$ cat src/rtl/coherence_bus_arbiter.sv
// -----------------------------------------------------------------------------
// coherence_bus_arbiter
//
// Owns the single shared snooping bus between the per-core L1 controllers and
// the shared L2. Each transaction goes through these steps:
//   1. One pending request is granted, round-robin.
//   2. Except for writebacks, the request is broadcast as a snoop to every
//      other core, and the snoop responses are collected.
//   3. The transaction completes in one of three ways: cache-to-cache
//      transfer, L2 read/write, or no data movement (upgrade).
//   4. A one-cycle response is returned to the requester.
//
// Ports
//   clk, reset_n    clock, asynchronous active-low reset
//   req_valid       per-core request valid
//   req_ready       per-core one-hot accept pulse (combinational, IDLE only)
//   req_addr        per-core line address, core i at [i*ADDR_W +: ADDR_W]
//   req_type        per-core request type: 0 RD, 1 RDX, 2 UPGR, 3 WB
//   req_data        per-core writeback data
//   resp_valid      per-core one-cycle response pulse
//   resp_data       response data, common to all cores
//   resp_shared     line is held by another core (RD only)
//   snoop_valid     per-core snoop strobe (never to the requester)
//   snoop_addr      snooped line address
//   snoop_req       snooped request type
//   snoop_shared    per-core "I hold a valid copy", sampled in the snoop cycle
//   snoop_data      per-core snoop data, valid with snoop_shared
//   l2_req_*        L2 request channel, held stable until l2_req_ready
//   l2_resp_*       L2 read data return
// -----------------------------------------------------------------------------
module coherence_bus_arbiter #(
   parameter int N_CORES = 4,
   parameter int ADDR_W  = 6,
   parameter int DATA_W  = 1
) (
   input  logic                      clk,
   input  logic                      reset_n,
   input  logic [N_CORES-1:0]        req_valid,
   output logic [N_CORES-1:0]        req_ready,
   input  logic [N_CORES*ADDR_W-1:0] req_addr,
   input  logic [N_CORES*2-1:0]      req_type,
   input  logic [N_CORES*DATA_W-1:0] req_data,
   output logic [N_CORES-1:0]        resp_valid,
   output logic [DATA_W-1:0]         resp_data,
   output logic                      resp_shared,
   output logic [N_CORES-1:0]        snoop_valid,
   output logic [ADDR_W-1:0]         snoop_addr,
   output logic [1:0]                snoop_req,
   input  logic [N_CORES-1:0]        snoop_shared,
   input  logic [N_CORES*DATA_W-1:0] snoop_data,
   output logic                      l2_req_valid,
   input  logic                      l2_req_ready,
   output logic [ADDR_W-1:0]         l2_req_addr,
   output logic                      l2_req_we,
   output logic [DATA_W-1:0]         l2_req_data,
   input  logic                      l2_resp_valid,
   input  logic [DATA_W-1:0]         l2_resp_data
);

   localparam int IDX_W = (N_CORES > 1) ? $clog2(N_CORES) : 1;

   localparam logic [1:0] REQ_RD   = 2'd0;
   localparam logic [1:0] REQ_RDX  = 2'd1;
   localparam logic [1:0] REQ_UPGR = 2'd2;
   localparam logic [1:0] REQ_WB   = 2'd3;

   typedef enum logic [2:0] {
      ST_IDLE    = 3'd0,
      ST_SNOOP   = 3'd1,
      ST_L2_REQ  = 3'd2,
      ST_L2_WAIT = 3'd3,
      ST_RESP    = 3'd4
   } state_t;

   // Transaction state
   state_t             state_q, state_d;
   logic [IDX_W-1:0]   last_grant_q, last_grant_d;
   logic [IDX_W-1:0]   winner_q, winner_d;
   logic [ADDR_W-1:0]  addr_q, addr_d;
   logic [1:0]         type_q, type_d;
   logic [DATA_W-1:0]  data_q, data_d;
   logic               hit_q, hit_d;

   // Registered outputs
   logic [N_CORES-1:0] snoop_valid_q, snoop_valid_d;
   logic [ADDR_W-1:0]  snoop_addr_q, snoop_addr_d;
   logic [1:0]         snoop_req_q, snoop_req_d;
   logic               l2_req_valid_q, l2_req_valid_d;
   logic [ADDR_W-1:0]  l2_req_addr_q, l2_req_addr_d;
   logic               l2_req_we_q, l2_req_we_d;
   logic [DATA_W-1:0]  l2_req_data_q, l2_req_data_d;
   logic [N_CORES-1:0] resp_valid_q, resp_valid_d;
   logic [DATA_W-1:0]  resp_data_q, resp_data_d;
   logic               resp_shared_q, resp_shared_d;

   // Arbitration and snoop-collection results
   logic               grant_found_s;
   logic [IDX_W-1:0]   grant_idx_s;
   logic [ADDR_W-1:0]  grant_addr_s;
   logic [1:0]         grant_type_s;
   logic [DATA_W-1:0]  grant_data_s;
   logic [N_CORES-1:0] snoop_mask_s;
   logic               snoop_hit_s;
   logic               snoop_sel_found_s;
   logic [DATA_W-1:0]  snoop_sel_data_s;

   // Converts a core index into its one-hot core mask.
   function automatic logic [N_CORES-1:0] idx_to_onehot(input logic [IDX_W-1:0] idx);
      logic [N_CORES-1:0] oh;
      oh = '0;
      for (int i = 0; i < N_CORES; i++) begin
         oh[i] = (idx == IDX_W'(i));
      end
      return oh;
   endfunction

   // Round-robin search. It starts at last_grant+1 and wraps around, and it
   // also muxes out the winner's request fields.
   always_comb begin
      int               cand_raw;
      logic [IDX_W-1:0] cand_idx;
      cand_raw      = 0;
      cand_idx      = '0;
      grant_found_s = 1'b0;
      grant_idx_s   = '0;
      grant_addr_s  = '0;
      grant_type_s  = REQ_RD;
      grant_data_s  = '0;
      for (int i = 0; i < N_CORES; i++) begin
         cand_raw = int'(last_grant_q) + 1 + i;
         cand_idx = (cand_raw >= N_CORES) ? IDX_W'(cand_raw - N_CORES) : IDX_W'(cand_raw);
         if (!grant_found_s && req_valid[cand_idx]) begin
            grant_found_s = 1'b1;
            grant_idx_s   = cand_idx;
            grant_addr_s  = req_addr[int'(cand_idx)*ADDR_W +: ADDR_W];
            grant_type_s  = req_type[int'(cand_idx)*2 +: 2];
            grant_data_s  = req_data[int'(cand_idx)*DATA_W +: DATA_W];
         end else begin
            grant_found_s = grant_found_s;
         end
      end
   end

   // The accept pulse is combinational and is only asserted in IDLE. Gating
   // with reset_n keeps it low while the block is held in reset.
   always_comb begin
      if ((state_q == ST_IDLE) && grant_found_s && reset_n) begin
         req_ready = idx_to_onehot(grant_idx_s);
      end else begin
         req_ready = '0;
      end
   end

   // Snoop collection. The requester's own snoop_shared is masked out. Data
   // comes from the lowest-index sharer; all valid copies hold the same data.
   always_comb begin
      snoop_mask_s      = ~idx_to_onehot(winner_q);
      snoop_hit_s       = |(snoop_shared & snoop_mask_s);
      snoop_sel_found_s = 1'b0;
      snoop_sel_data_s  = '0;
      for (int i = 0; i < N_CORES; i++) begin
         if (!snoop_sel_found_s && snoop_shared[i] && snoop_mask_s[i]) begin
            snoop_sel_found_s = 1'b1;
            snoop_sel_data_s  = snoop_data[i*DATA_W +: DATA_W];
         end else begin
            snoop_sel_found_s = snoop_sel_found_s;
         end
      end
   end

   // Next-state and latch updates for the transaction FSM.
   always_comb begin
      state_d      = state_q;
      last_grant_d = last_grant_q;
      winner_d     = winner_q;
      addr_d       = addr_q;
      type_d       = type_q;
      data_d       = data_q;
      hit_d        = hit_q;
      case (state_q)
         ST_IDLE: begin
            if (grant_found_s) begin
               winner_d = grant_idx_s;
               addr_d   = grant_addr_s;
               type_d   = grant_type_s;
               data_d   = (grant_type_s == REQ_WB) ? grant_data_s : '0;
               hit_d    = 1'b0;
               state_d  = (grant_type_s == REQ_WB) ? ST_L2_REQ : ST_SNOOP;
            end else begin
               state_d = ST_IDLE;
            end
         end
         ST_SNOOP: begin
            hit_d  = snoop_hit_s;
            data_d = snoop_hit_s ? snoop_sel_data_s : '0;
            if (type_q == REQ_UPGR) begin
               state_d = ST_RESP;
            end else if (snoop_hit_s) begin
               state_d = ST_RESP;
            end else begin
               state_d = ST_L2_REQ;
            end
         end
         ST_L2_REQ: begin
            if (l2_req_ready) begin
               state_d = (type_q == REQ_WB) ? ST_RESP : ST_L2_WAIT;
            end else begin
               state_d = ST_L2_REQ;
            end
         end
         ST_L2_WAIT: begin
            if (l2_resp_valid) begin
               data_d  = l2_resp_data;
               state_d = ST_RESP;
            end else begin
               state_d = ST_L2_WAIT;
            end
         end
         ST_RESP: begin
            last_grant_d = winner_q;
            state_d      = ST_IDLE;
         end
         default: begin
            state_d = ST_IDLE;
         end
      endcase
   end

   // Output registers are loaded from the next state. Each strobe is
   // therefore a clean flop output during the cycle its state is occupied.
   always_comb begin
      snoop_valid_d  = '0;
      snoop_addr_d   = '0;
      snoop_req_d    = 2'd0;
      l2_req_valid_d = 1'b0;
      l2_req_addr_d  = '0;
      l2_req_we_d    = 1'b0;
      l2_req_data_d  = '0;
      resp_valid_d   = '0;
      resp_data_d    = '0;
      resp_shared_d  = 1'b0;
      case (state_d)
         ST_SNOOP: begin
            snoop_valid_d = ~idx_to_onehot(winner_d);
            snoop_addr_d  = addr_d;
            snoop_req_d   = type_d;
         end
         ST_L2_REQ: begin
            l2_req_valid_d = 1'b1;
            l2_req_addr_d  = addr_d;
            l2_req_we_d    = (type_d == REQ_WB);
            l2_req_data_d  = (type_d == REQ_WB) ? data_d : '0;
         end
         ST_RESP: begin
            resp_valid_d  = idx_to_onehot(winner_d);
            resp_data_d   = ((type_d == REQ_RD) || (type_d == REQ_RDX)) ? data_d : '0;
            resp_shared_d = (type_d == REQ_RD) && hit_d;
         end
         default: begin
            snoop_valid_d = '0;
         end
      endcase
   end

   // State and output flops. An asynchronous reset abandons any transaction
   // that is in flight.
   always_ff @(posedge clk or negedge reset_n) begin
      if (!reset_n) begin
         state_q        <= ST_IDLE;
         last_grant_q   <= IDX_W'(N_CORES - 1);
         winner_q       <= '0;
         addr_q         <= '0;
         type_q         <= 2'd0;
         data_q         <= '0;
         hit_q          <= 1'b0;
         snoop_valid_q  <= '0;
         snoop_addr_q   <= '0;
         snoop_req_q    <= 2'd0;
         l2_req_valid_q <= 1'b0;
         l2_req_addr_q  <= '0;
         l2_req_we_q    <= 1'b0;
         l2_req_data_q  <= '0;
         resp_valid_q   <= '0;
         resp_data_q    <= '0;
         resp_shared_q  <= 1'b0;
      end else begin
         state_q        <= state_d;
         last_grant_q   <= last_grant_d;
         winner_q       <= winner_d;
         addr_q         <= addr_d;
         type_q         <= type_d;
         data_q         <= data_d;
         hit_q          <= hit_d;
         snoop_valid_q  <= snoop_valid_d;
         snoop_addr_q   <= snoop_addr_d;
         snoop_req_q    <= snoop_req_d;
         l2_req_valid_q <= l2_req_valid_d;
         l2_req_addr_q  <= l2_req_addr_d;
         l2_req_we_q    <= l2_req_we_d;
         l2_req_data_q  <= l2_req_data_d;
         resp_valid_q   <= resp_valid_d;
         resp_data_q    <= resp_data_d;
         resp_shared_q  <= resp_shared_d;
      end
   end

   assign snoop_valid  = snoop_valid_q;
   assign snoop_addr   = snoop_addr_q;
   assign snoop_req    = snoop_req_q;
   assign l2_req_valid = l2_req_valid_q;
   assign l2_req_addr  = l2_req_addr_q;
   assign l2_req_we    = l2_req_we_q;
   assign l2_req_data  = l2_req_data_q;
   assign resp_valid   = resp_valid_q;
   assign resp_data    = resp_data_q;
   assign resp_shared  = resp_shared_q;

endmodule

$ cat config.mk
export PLATFORM = sky130hd
export DESIGN_NAME = coherence_bus_arbiter
export DESIGN_NICKNAME = d
export VERILOG_FILES = /design/src/rtl/coherence_bus_arbiter.sv
export SDC_FILE = /design/constraint.sdc
export NUM_CORES = 1
export LEC_CHECK = 0
export ABC_CLOCK_PERIOD_IN_PS = 3150
export CAP_MARGIN = 40
export CELL_PAD_IN_SITES_DETAIL_PLACEMENT = 2
export CELL_PAD_IN_SITES_GLOBAL_PLACEMENT = 2
export CORE_AREA = 2 2 82 163
export CTS_CLUSTER_SIZE = 8
export DETAILED_ROUTE_END_ITERATION = 6
export DIE_AREA = 0 0 84 165
export MAX_ROUTING_LAYER = met4
export PLACE_DENSITY = 0.81
export SLEW_MARGIN = 40
export SYNTH_ARGS = -nofsm -noshare
export SYNTH_HDL_FRONTEND = slang
export SYNTH_SLANG_ARGS = --single-unit
$ cat constraint.sdc
create_clock -name clk -period 3.15 [get_ports clk]
set_clock_uncertainty 0.15 [all_clocks]
set_input_delay 0.945 -clock clk [delete_from_list [all_inputs] [get_ports clk]]
set_output_delay 0.945 -clock clk [all_outputs]
set_load 0.02 [all_outputs]
### Word level (Yosys, flattened, before mapping)

Cells that the tools add are included.

| word-level totals | value |
|---|---|
| register bits | 44 |
| latch bits | 0 |
| bits in writable memories | 0 |
| memory bits (read-only) | 0 |
| output and inout bits | 31 |
| memories | 0 |

| operators by class | value |
|---|---|
| add/subtract/negate cells | 8 |
| multipliers | 4 |
| div/mod/pow operators | 0 |
| order comparisons | 8 |
| equal/unequal tests | 21 |
| shifts and indexed selects | 12 |
| muxes and demuxes | 73 |
| bitwise operators | 3 |
| reduce and logical (&&, ||, !) cells | 26 |

Operator list:

| operator | count |
|---|---|
| $shiftx A24 B6 Y6 | 4 |
| $mux W6 | 8 |
| $mux W2 | 19 |
| $shiftx A8 B4 Y2 | 4 |
| $mux W1 | 31 |
| $eq A2 B2 Y1 const B | 10 |
| $mul A2 B2 Y4 const B | 4 |
| $shiftx A4 B3 Y1 | 4 |
| $mux W3 | 5 |
| $logic_and A1 B1 Y1 | 13 |
| $ge A4 B3 Y1 const B | 3 |
| $lt A2 B3 Y1 const B | 4 |
| $mux W4 | 3 |
| $pmux W3 S4 | 1 |
| $eq A3 B2 Y1 const B | 3 |
| $add A3 B2 Y4 const B | 2 |
| $bmux W1 S2 | 4 |
| $eq A2 B1 Y1 const B | 4 |
| $logic_not A2 Y1 | 4 |
| $not A4 Y4 | 2 |
| $sub A2 B1 Y2 const B | 4 |
| $eq A3 B1 Y1 const B | 2 |
| $eq A3 B3 Y1 const B | 2 |
| $logic_not A1 Y1 | 6 |
| 9 further kinds | 9 |

### Longest topological paths before layout

Gate-level depths: netlist of run 1.

| logic depth | value |
|---|---|
| word-level depth | 21 |
| gate-level depth with buffers | 10 |
| gate-level depth less buffers | 7 |

### Worst setup path after synthesis of run 1

No wires, ideal clock.

| timing | value |
|---|---|
| path kind | input -> output |
| start | input port req_valid[1] |
| end | output port req_ready[2] |
| arrival | 2360 ps |
| slack | -305 ps |
| stages on the path | 7 |
| buffers on the path | 3 |
| cells stage by stage | clkbuf_1 > or4_1 > and2_1 > clkbuf_1 > buf_2 > nand3_1 > nor2_1 |

| between the ends | value |
|---|---|
| word-level cells in the longest chain between the ends | 15 |
| elaborated cells between the ends (all ways) | 26 |

Ends and longest elaborated chain:

| element | line | source |
|---|---|---|
| start, declared | 38 | `input logic [N_CORES-1:0] req_valid,` |
| $bmux W1 S2 | 132 | `if (!grant_found_s && req_valid[cand_idx]) begin` |
| $mux W1 (implied by the code) | 132 |  |
| $mux W1 | 132 |  |
| $logic_not A1 Y1 | 132 |  |
| $logic_and A1 B1 Y1 | 132 |  |
| $mux W1 | 132 |  |
| $logic_not A1 Y1 | 132 |  |
| $logic_and A1 B1 Y1 | 132 |  |
| $mux W1 | 132 |  |
| $logic_not A1 Y1 | 132 |  |
| $logic_and A1 B1 Y1 | 132 |  |
| $mux W1 | 132 |  |
| $logic_and A1 B1 Y1 (2 in series) | 147 | `if ((state_q == ST_IDLE) && grant_found_s && reset_n) begin` |
| $mux W4 (*) | 147 |  |
| end, declared | 39 | `output logic [N_CORES-1:0] req_ready,` |

Mark *: on every way between the ends. The rest lies on a longest branch, timed or not. The select of a mux whose other input is x is not followed.

### Worst setup path in the final report of run 1

Ends and elaborated chain as after synthesis.

==> results of run 1 <==
placed cells by master, fill, tap and decap left out, types with 9 or more instances in the layout:
| cell type | synthesis | layout |
|---|---|---|
| sky130_fd_sc_hd__a21oi_1 | 21 | 20 |
| sky130_fd_sc_hd__buf_4 | 4 | 75 |
| sky130_fd_sc_hd__buf_6 | 0 | 9 |
| sky130_fd_sc_hd__clkdlybuf4s50_1 | 0 | 74 |
| sky130_fd_sc_hd__dfrtp_1 | 42 | 42 |
| sky130_fd_sc_hd__inv_1 | 11 | 11 |
| sky130_fd_sc_hd__mux2_2 | 16 | 16 |
| sky130_fd_sc_hd__mux2i_1 | 14 | 14 |
| sky130_fd_sc_hd__mux4_2 | 13 | 13 |
| sky130_fd_sc_hd__nand2_1 | 28 | 28 |
| sky130_fd_sc_hd__nor2_1 | 30 | 25 |
| sky130_fd_sc_hd__nor2b_1 | 13 | 12 |
| sky130_fd_sc_hd__nor3_1 | 9 | 9 |
| sky130_fd_sc_hd__o21ai_0 | 28 | 27 |
power breakdown:
group	leakage [uW]	total (uW)	internal [uW]	switching, uW
logic	0.00149	3510	1600	1910
clock network	0.0000871	617	397	220
registers	0.000568	941	800	141
total	0.00215	5070	2800	2270
worst max-delay path, stage by stage:
cell                      delay (ps)
sky130_fd_sc_hd__buf_8           100
sky130_fd_sc_hd__buf_4           130
sky130_fd_sc_hd__buf_4           160
sky130_fd_sc_hd__mux4_2          490
sky130_fd_sc_hd__nor2_1          240
sky130_fd_sc_hd__a22oi_2         180
sky130_fd_sc_hd__nor2_2          130
sky130_fd_sc_hd__buf_6           130
metrics by stage:
stage	total power, uW	cells	utilization [%]
2_1_floorplan	2910	364	-
3_3_place_gp	4100	643	38.6
3_5_place_dp	4250	643	38.6
4_1_cts	4980	658	40.7
5_1_grt	5420	660	41.4
6_report	5070	660	41.4
metal layers:
layer  vias to the layer above  part of all wire [%]  track usage (%)
met5                         -                     0                -
met4                         0                   4.1             10.3
li1                       1672                     -                -
met2                        77                    60             41.5
met3                        31                   1.5             1.10
met1                      1806                    34             19.8
state kept, by name, summed over array words and instances (netlist names), 2 cells and up:
register and count:
addr_q 6, l2_req_addr 6, snoop_addr 6, resp_valid 4, snoop_valid 4, state_q 3
last_grant_q 2, snoop_req 2, type_q 2, winner_q 2
what timing repair did:
action	CTS	global route
gates resized for setup	54	15
setup buffers	7	2
setup endpoints to repair	37	23
pin swaps	10	7
how the worst max path moves through the flow:
stage / start / depth (start not counted) / endpoint
floorplan: req_valid[2] / 7 / req_ready[0]
global route: req_valid[1] / 8 / req_ready[2]
global placement: req_valid[1] / 7 / req_ready[3]
finish: req_valid[1] / 8 / req_ready[2]
detailed placement: req_valid[1] / 7 / req_ready[1]
CTS: req_valid[0] / 8 / req_ready[2]
cells by family after synthesis:
group	Yosys count	synth area share (%)
simple gates	122	19.3
compound gates	116	23.9
mux	45	19.1
flops	44	32.8
buf+inv	37	4.91
cell type report:
cell class | count | area (sq um) | share of cell area, %
Sequential cell | 44 | 1100 | 21.2
Timing Repair Buffer | 163 | 1460 | 28.0
Inverter | 12 | 45.0 | 0.866
Tap cell | 150 | 188 | 3.61
Clock buffer | 6 | 139 | 2.67
Multi-Input combinational cell | 283 | 2230 | 42.9
Clock inverter | 2 | 38.8 | 0.746
==> impl.org, run 1 <==
** Status
- Result of the run :: finished, violations left
- The checks that failed: setup timing.

** STA
- The worst path in the final design needs a cycle of roughly 3600 ps, including I/O delays and setup.
- In the final timing run, aggregate negative setup slack is -1720 ps.
- Dividing the final minimum period by the clock period gives 115%.
- FMAX :: approximately 280 MHz
- For the pin with the worst max-slew slack, the measured transition is about 610 ps.
- The number of hold violations in the final report is 0.
- Setup-failing EPs final :: 4
- Post-route worst setup slack :: -459 ps
- Worst hold-check slack :: 389 ps
- Relative slew slack :: around three fifths
- Max Slew Vio Count :: 0
- Unrepaired setup endpoints after global routing :: true

** Global routing
- Entering global routing, the biggest net connects 45 pins.
- The number of global-route vias before repair came to around 4200.
- Total global routing track utilization :: around 21%
- For this run the aggregate overflow at the end of global routing stands at 0.
- Initial antenna violation count :: 0
- First-pass GRT wire length :: 22100 um

** Routing
- Detail-routed net length per standard cell :: 21.1 um
- In this run the remaining antenna-violating nets after routing total 0.
- Summing over every cut layer, the via total after detailed routing is roughly 3600.
- The first routing iteration left 87 violations.
- For this block, the routed nets add up to approximately 14000 um of wire.
- Using the TritonRoute via totals, the vias-per-cell ratio works out to between 5 and 6.
- The first detailed-routing pass took 4 iterations.
- For this run, design rule violations remaining after detail routing come to 0.

** Floorplanning
- Initial cell density of the core :: a little over a quarter
- In this run the vertical extent of the chip is between 150 and 200 um.
- Floorplan row count :: 58
- Core area :: 12600 sq um
- Die span in x :: 84 um
- Io pins :: 84
- The die covers 13900 sq um.

** Synthesis
- Summing every instance area after synthesis gives between 3000 and 4000 sq um.
- For this run, asynchronously set or reset flops after synthesis account for 100%.
- Summing the sequential cell areas from Yosys gives between 30% and 40% of the chip area.
- The commonest cells after synthesis are sky130_fd_sc_hd__dfrtp_1 (42), sky130_fd_sc_hd__nor2_1 (30), sky130_fd_sc_hd__nand2_1 (28), sky130_fd_sc_hd__o21ai_0 (28), sky130_fd_sc_hd__a21oi_1 (21).
- #FFs+latches synth :: 44
- Primary flip-flop cell chosen by synthesis mapping :: sky130_fd_sc_hd__dfrtp_1
- Yosys mapped a number of flops with a built-in enable equal to 0.
- Cell count after synthesis :: around 360
- Ranking of synthesized cells by area :: sky130_fd_sc_hd__dfrtp_1 (31%), sky130_fd_sc_hd__mux4_2 (8.7%), sky130_fd_sc_hd__mux2_2 (5.4%)
- The most common cell in the synthesized netlist is sky130_fd_sc_hd__dfrtp_1.
- Number of unique standard cell types used by synthesis :: 68
- Most area-hungry cell type in the Yosys netlist :: sky130_fd_sc_hd__dfrtp_1
- Synthesized net count :: around 420
- Summed over its instances, the top area cell type makes up between 30% and 40% of the synthesized netlist area.
- Each instance of the synthesized netlist takes up on average around 9.2 sq um.
- Yosys printed 0 warnings.

** CTS
- TritonCTS built the clock tree.
- Clock latency at the later pin of the worst-skew pair :: roughly 280 ps
- Buffer cell driving the clock tree root :: sky130_fd_sc_hd__clkbuf_16
- The tree built by TritonCTS fans out to 44 sinks.
- The clock tree synthesis step divided the H-tree into 2 levels.
- Clock-pin slew was measured on the worst setup and hold paths at around 60 ps.
- The number of hold buffers added after CTS was 0.
- TritonCTS created 5 clock buffers.
- The clock passes through at most 2 buffers.

** Final layout
- The area growth from synthesis to layout is 54.6%.
- Final net count :: around 560
- Fill cell instance count of the final layout :: 1359
- Fraction of layout cells with a size suffix above 1 :: a little under a third
- Once layout is done, the placed cells without fillers occupy around 5200 sq um.
- The number of antenna diodes in the final layout is 0.

** Power and ir drop
- Summed over all cells, the static leakage comes to ~0.0021 uW.
- The worst-case IR drop observed on VDD is around 0.55 mV.
- Power Density :: 975 nW/um^2

** Worst setup path
- Kind of end point of the critical path :: primary output
- The worst setup path is launched from an input pin.
- Maximum fanout count along the critical path :: 7
- Required time reported for the critical path endpoint :: approximately 2000 ps
- Source of the worst register-to-register timing path :: last_grant_q[1]$_DFFE_PN1N_
- For the worst setup path, the data arrival time is ~2500 ps.
- In this run the register-to-register setup slack is roughly 110 ps.
- Classification of the worst setup path :: in2out
- Length in cells of the worst reg-to-reg path :: 10
- R2R Path End :: l2_req_addr[4]$_DFF_PN0_

** Worst hold path
- Hold Path End :: hit_q$_DFF_PN0_
- The worst hold path begins at hit_q$_DFF_PN0_.
- The tightest min-delay check is of the reg2reg type.
- Counting instances, the worst hold path has a depth of 1.

** Placed design
- In this run the tool buffered the top-level ports with slightly above 80 buffer cells.
- The wire-length estimate of the detail-placed layout is approximately 11000 um.
- Before CTS, the worst setup slack after placement is -1320 ps.
- Post-place instance area :: around 4800 sq um
- The congestion estimate from routability-driven global placement came to around 0.83.

** Job
- Max-Cap Viols :: 0
Note: power is estimated with default switching activity, not from simulation.
==> inputs of run 2 (changes only) <==
--- a/constraint.sdc
+++ b/constraint.sdc
@@ -3,3 +3,3 @@
 set_input_delay 0.945 -clock clk [delete_from_list [all_inputs] [get_ports clk]]
 set_output_delay 0.945 -clock clk [all_outputs]
-set_load 0.02 [all_outputs]
+set_load 0.05 [all_outputs]
==> run 2 against run 1 <==
  * The flow still finishes with violations (setup timing)
  * Via count is 2.2% higher
  * Hold slack worse by 71 ps
  * Cell count down 0.61%
  * Design area up 1.8%
  * Combinational power up 11%
  * Utilization increased by 0.73 points
  * Die area unchanged
  * Sequential power is 5.1% higher
  * Register-to-register slack better by 40 ps
  * Non-clock buffer count down 4
  * Sequential share of layout area down 0.37 points
  * Worst setup slack lost 58 ps
  * Highest routed layer unchanged
==> impl.org, run 2 (synthesis results as in run 1) <==
** Final layout
- The share of the core filled with cells in the final layout was 42.2% (+0.73 points).
- Final standard cell count with taps included and fillers excluded :: 656 (-0.61%)
- From synthesis to final layout, the design area changed by 57.3%.
- Final antenna diode count :: 0 (unchanged)
- The total of fill cells in the finished design is 1346 (-0.96%).
- The top cell types in the final layout, fill and taps aside, are sky130_fd_sc_hd__clkdlybuf4s50_1 (74), sky130_fd_sc_hd__buf_4 (69), sky130_fd_sc_hd__dfrtp_1 (42), sky130_fd_sc_hd__nand2_1 (28), sky130_fd_sc_hd__o21ai_0 (27).
- The library cell used most frequently in the layout, excluding fill and tap cells, is sky130_fd_sc_hd__clkdlybuf4s50_1.
- The final net count came to 558 (-0.71%).
- The share of post-route cells with drive strength above 1 is 32.6% (+0.84 points).

** Routing
- The total number of vias was 3666 (+2.2%).
- The average detailed-routed wire length per instance came to 22.7 um (+7.1%).
- The detailed-route wire length came to 14900 um (+6.5%).
- The count of nets left with antenna violations after detail routing came to 0 (unchanged).
- Via count normalized by instance count :: 5.59 (+2.9%)
- The number of remaining DRC errors was 0 (unchanged).
- The number of iterations in the first detailed-routing pass was 4 (unchanged).
- Initial DRC count :: 147 (+69%)

** Placed design
- Cell count after placement :: 642 (-0.16%)
- Detailed placement HPWL :: 11300 um (+5.1%)
- The count of buffers inserted at the top-level ports is 83 (unchanged).
- Weighted congestion at the end of routability-driven global placement :: 0.907 (+9.0%)
- DP Worst Slack :: -974 ps (+348 ps)

** Worst setup path
- The data arrival time of the critical path came to 2570 ps (+60 ps).
- Kind of end point of the critical path :: primary output
- The required arrival time at the worst endpoint came to 2050 ps (about the same).
- Crit-path slowest cell :: sky130_fd_sc_hd__a2111oi_4
- Maximum cell stage delay along the critical path :: 520 ps (+30 ps)
- The largest fanout on the critical path is 5 (-2).
- Cell breakdown of the critical path :: buf_8, buf_6, nand3b_1, a2111oi_4, nor2_2, a22o_4, nor2_4, buf_12
- STA classifies the critical path startpoint as an input pin.
- The critical path in this run is classified as in2out.

** Global routing
- Initial antenna violation count :: 0 (unchanged)
- Total global routing track utilization :: 22.0% (+1.2 points)
- Pin count of the biggest net entering global routing :: 52 (+16%)
- The residual overflow from global routing is 0 (unchanged).
- First-pass GRT wire length :: 23100 um (+4.6%)
- The number of global-route vias before repair came to 4309 (+2.8%).

** STA
- Hold Fails Final Rpt :: 0 (unchanged)
- FMAX :: 273 MHz (-1.6%)
- The relative slew slack was 58.5% (-0.66 points).
- Max Slew Vio Count :: 0 (unchanged)
- Setup-failing EPs final :: 4 (unchanged)
- The worst-case setup margin in the final layout was -516 ps (-57.6 ps).
- Unrepaired setup endpoints after global routing :: true
- Worst hold-check slack :: 317 ps (-71.4 ps)
- The clock period minus final worst setup slack is 3670 ps (+57.6 ps).
- The final cycle utilization of the critical path came to 116% (+1.8 points).
- The transition time at the pin with the least slew margin is 616 ps (+7.00 ps).

** CTS
- TritonCTS buffer count :: 5 (unchanged)
- The maximum clock path buffer count came to 2 (unchanged).
- Clock tree from TritonCTS :: built
- Clock transition time at the flip-flop clock pins of the worst setup and hold paths :: 70 ps (about the same)
- The H-tree depth reported by CTS came to 2 (unchanged).
- Buffer cell driving the clock tree root :: sky130_fd_sc_hd__clkbuf_16
- The hold-fix buffer count after cts came to 0 (unchanged).
- The latest clock arrival within the worst-skew pair came to 300 ps (+20 ps).
- The sink count of the clock tree is 44 (unchanged).

** Floorplanning
- Floorplan row count :: 58 (unchanged)
- Die ar. :: 13900 sq um (unchanged)
- Die span in y :: 165 um (unchanged)
- Initial cell density of the core :: 26.8% (unchanged)
- Io pins :: 84 (unchanged)
- The area of the core region is 12600 sq um (unchanged).
- The width of the chip was 84 um (unchanged).

** Status
- Result of the run :: finished, violations left
- The final reports fail on setup timing.

** Power and ir drop
- Power Density :: 1040 nW/um^2 (+7.1%)
- The worst voltage drop across the vdd grid is 0.613 mV (+12%).
- Leakage power :: 0.00216 uW (+0.31%)
- The post-layout total power came to 5530 uW (+9.0%).

** Job
- Max-Cap Viols :: 0 (unchanged)

** Worst hold path
- Worst min path class :: in2async
## run 2: changes by cell type in the layout (fill, tap and decap cells not counted), moves of 3 or more
| cell | delta |
|---|---|
| sky130_fd_sc_hd__buf_12 | +4 |
| sky130_fd_sc_hd__buf_4 | -6 |
| sky130_fd_sc_hd__buf_6 | -5 |
| sky130_fd_sc_hd__buf_8 | +3 |
| sky130_fd_sc_hd__nor2_4 | +3 |
## run 2: area by class of cell
cell class	instances	area, sq um	area share, %
Clock inverter	3	46.3	0.875
Timing Repair Buffer	159	1490	28.1
Sequential cell	44	1100	20.9
Clock buffer	5	125	2.36
Inverter	12	45.0	0.851
Tap cell	150	188	3.55
Multi-Input combinational cell	283	2300	43.5
## run 2: per-layer routing
| layer | vias up | part of all wire, % | track usage (%) |
|---|---|---|---|
| met3 | 36 | 1.7 | 1.35 |
| met5 | - | 0 | - |
| met4 | 0 | 4.4 | 10.1 |
| li1 | 1665 | - | - |
| met1 | 1877 | 31 | 19.3 |
| met2 | 88 | 62 | 46.0 |
## run 2: worst paths after layout
check	slack, ps	cells after the start	to	from
worst max-delay path	-520	8	req_ready[1]	req_valid[0]
worst min-delay path	320	1	type_q[0]$_DFF_PN0_	reset_n
worst max register to register	150	7	snoop_addr[3]$_DFF_PN0_	last_grant_q[1]$_DFFE_PN1N_
worst min register to register	380	1	hit_q$_DFF_PN0_	hit_q$_DFF_PN0_
max in group asynchronous	1760	2	l2_req_addr[3]$_DFF_PN0_	reset_n
min in group clk	380	1	hit_q$_DFF_PN0_	hit_q$_DFF_PN0_
## run 2: per-stage QoR
stage               setup TNS (ps)  instance area (sq um)
floorplan                    -1020                   3470
finish                       -2010                   5290
global route                 -2320                   5290
CTS                          -2090                   5170
detailed placement          -24210                   4900
global placement            -19150                   4900
## run 2: power breakdown
group / switching [uW] / internal (uW)
Sequential: 190 / 799
Clock: 252 / 378
Combinational: 2260 / 1650
## run 2: what timing repair did
action | 4_1_cts | 5_1_grt
setup endpoints to repair | 38 | 22
pin swaps | 8 | 7
resized for setup | 37 | 18
cloned | 0 | 0
setup buffers | 2 | 4
endpoints found under the hold margin | 0 | 0
## run 2: critical path: cells and delay by family
kind            cells  cell delay [ps]
compound gates      2              800
buf+inv             3              370
simple gates        3              440
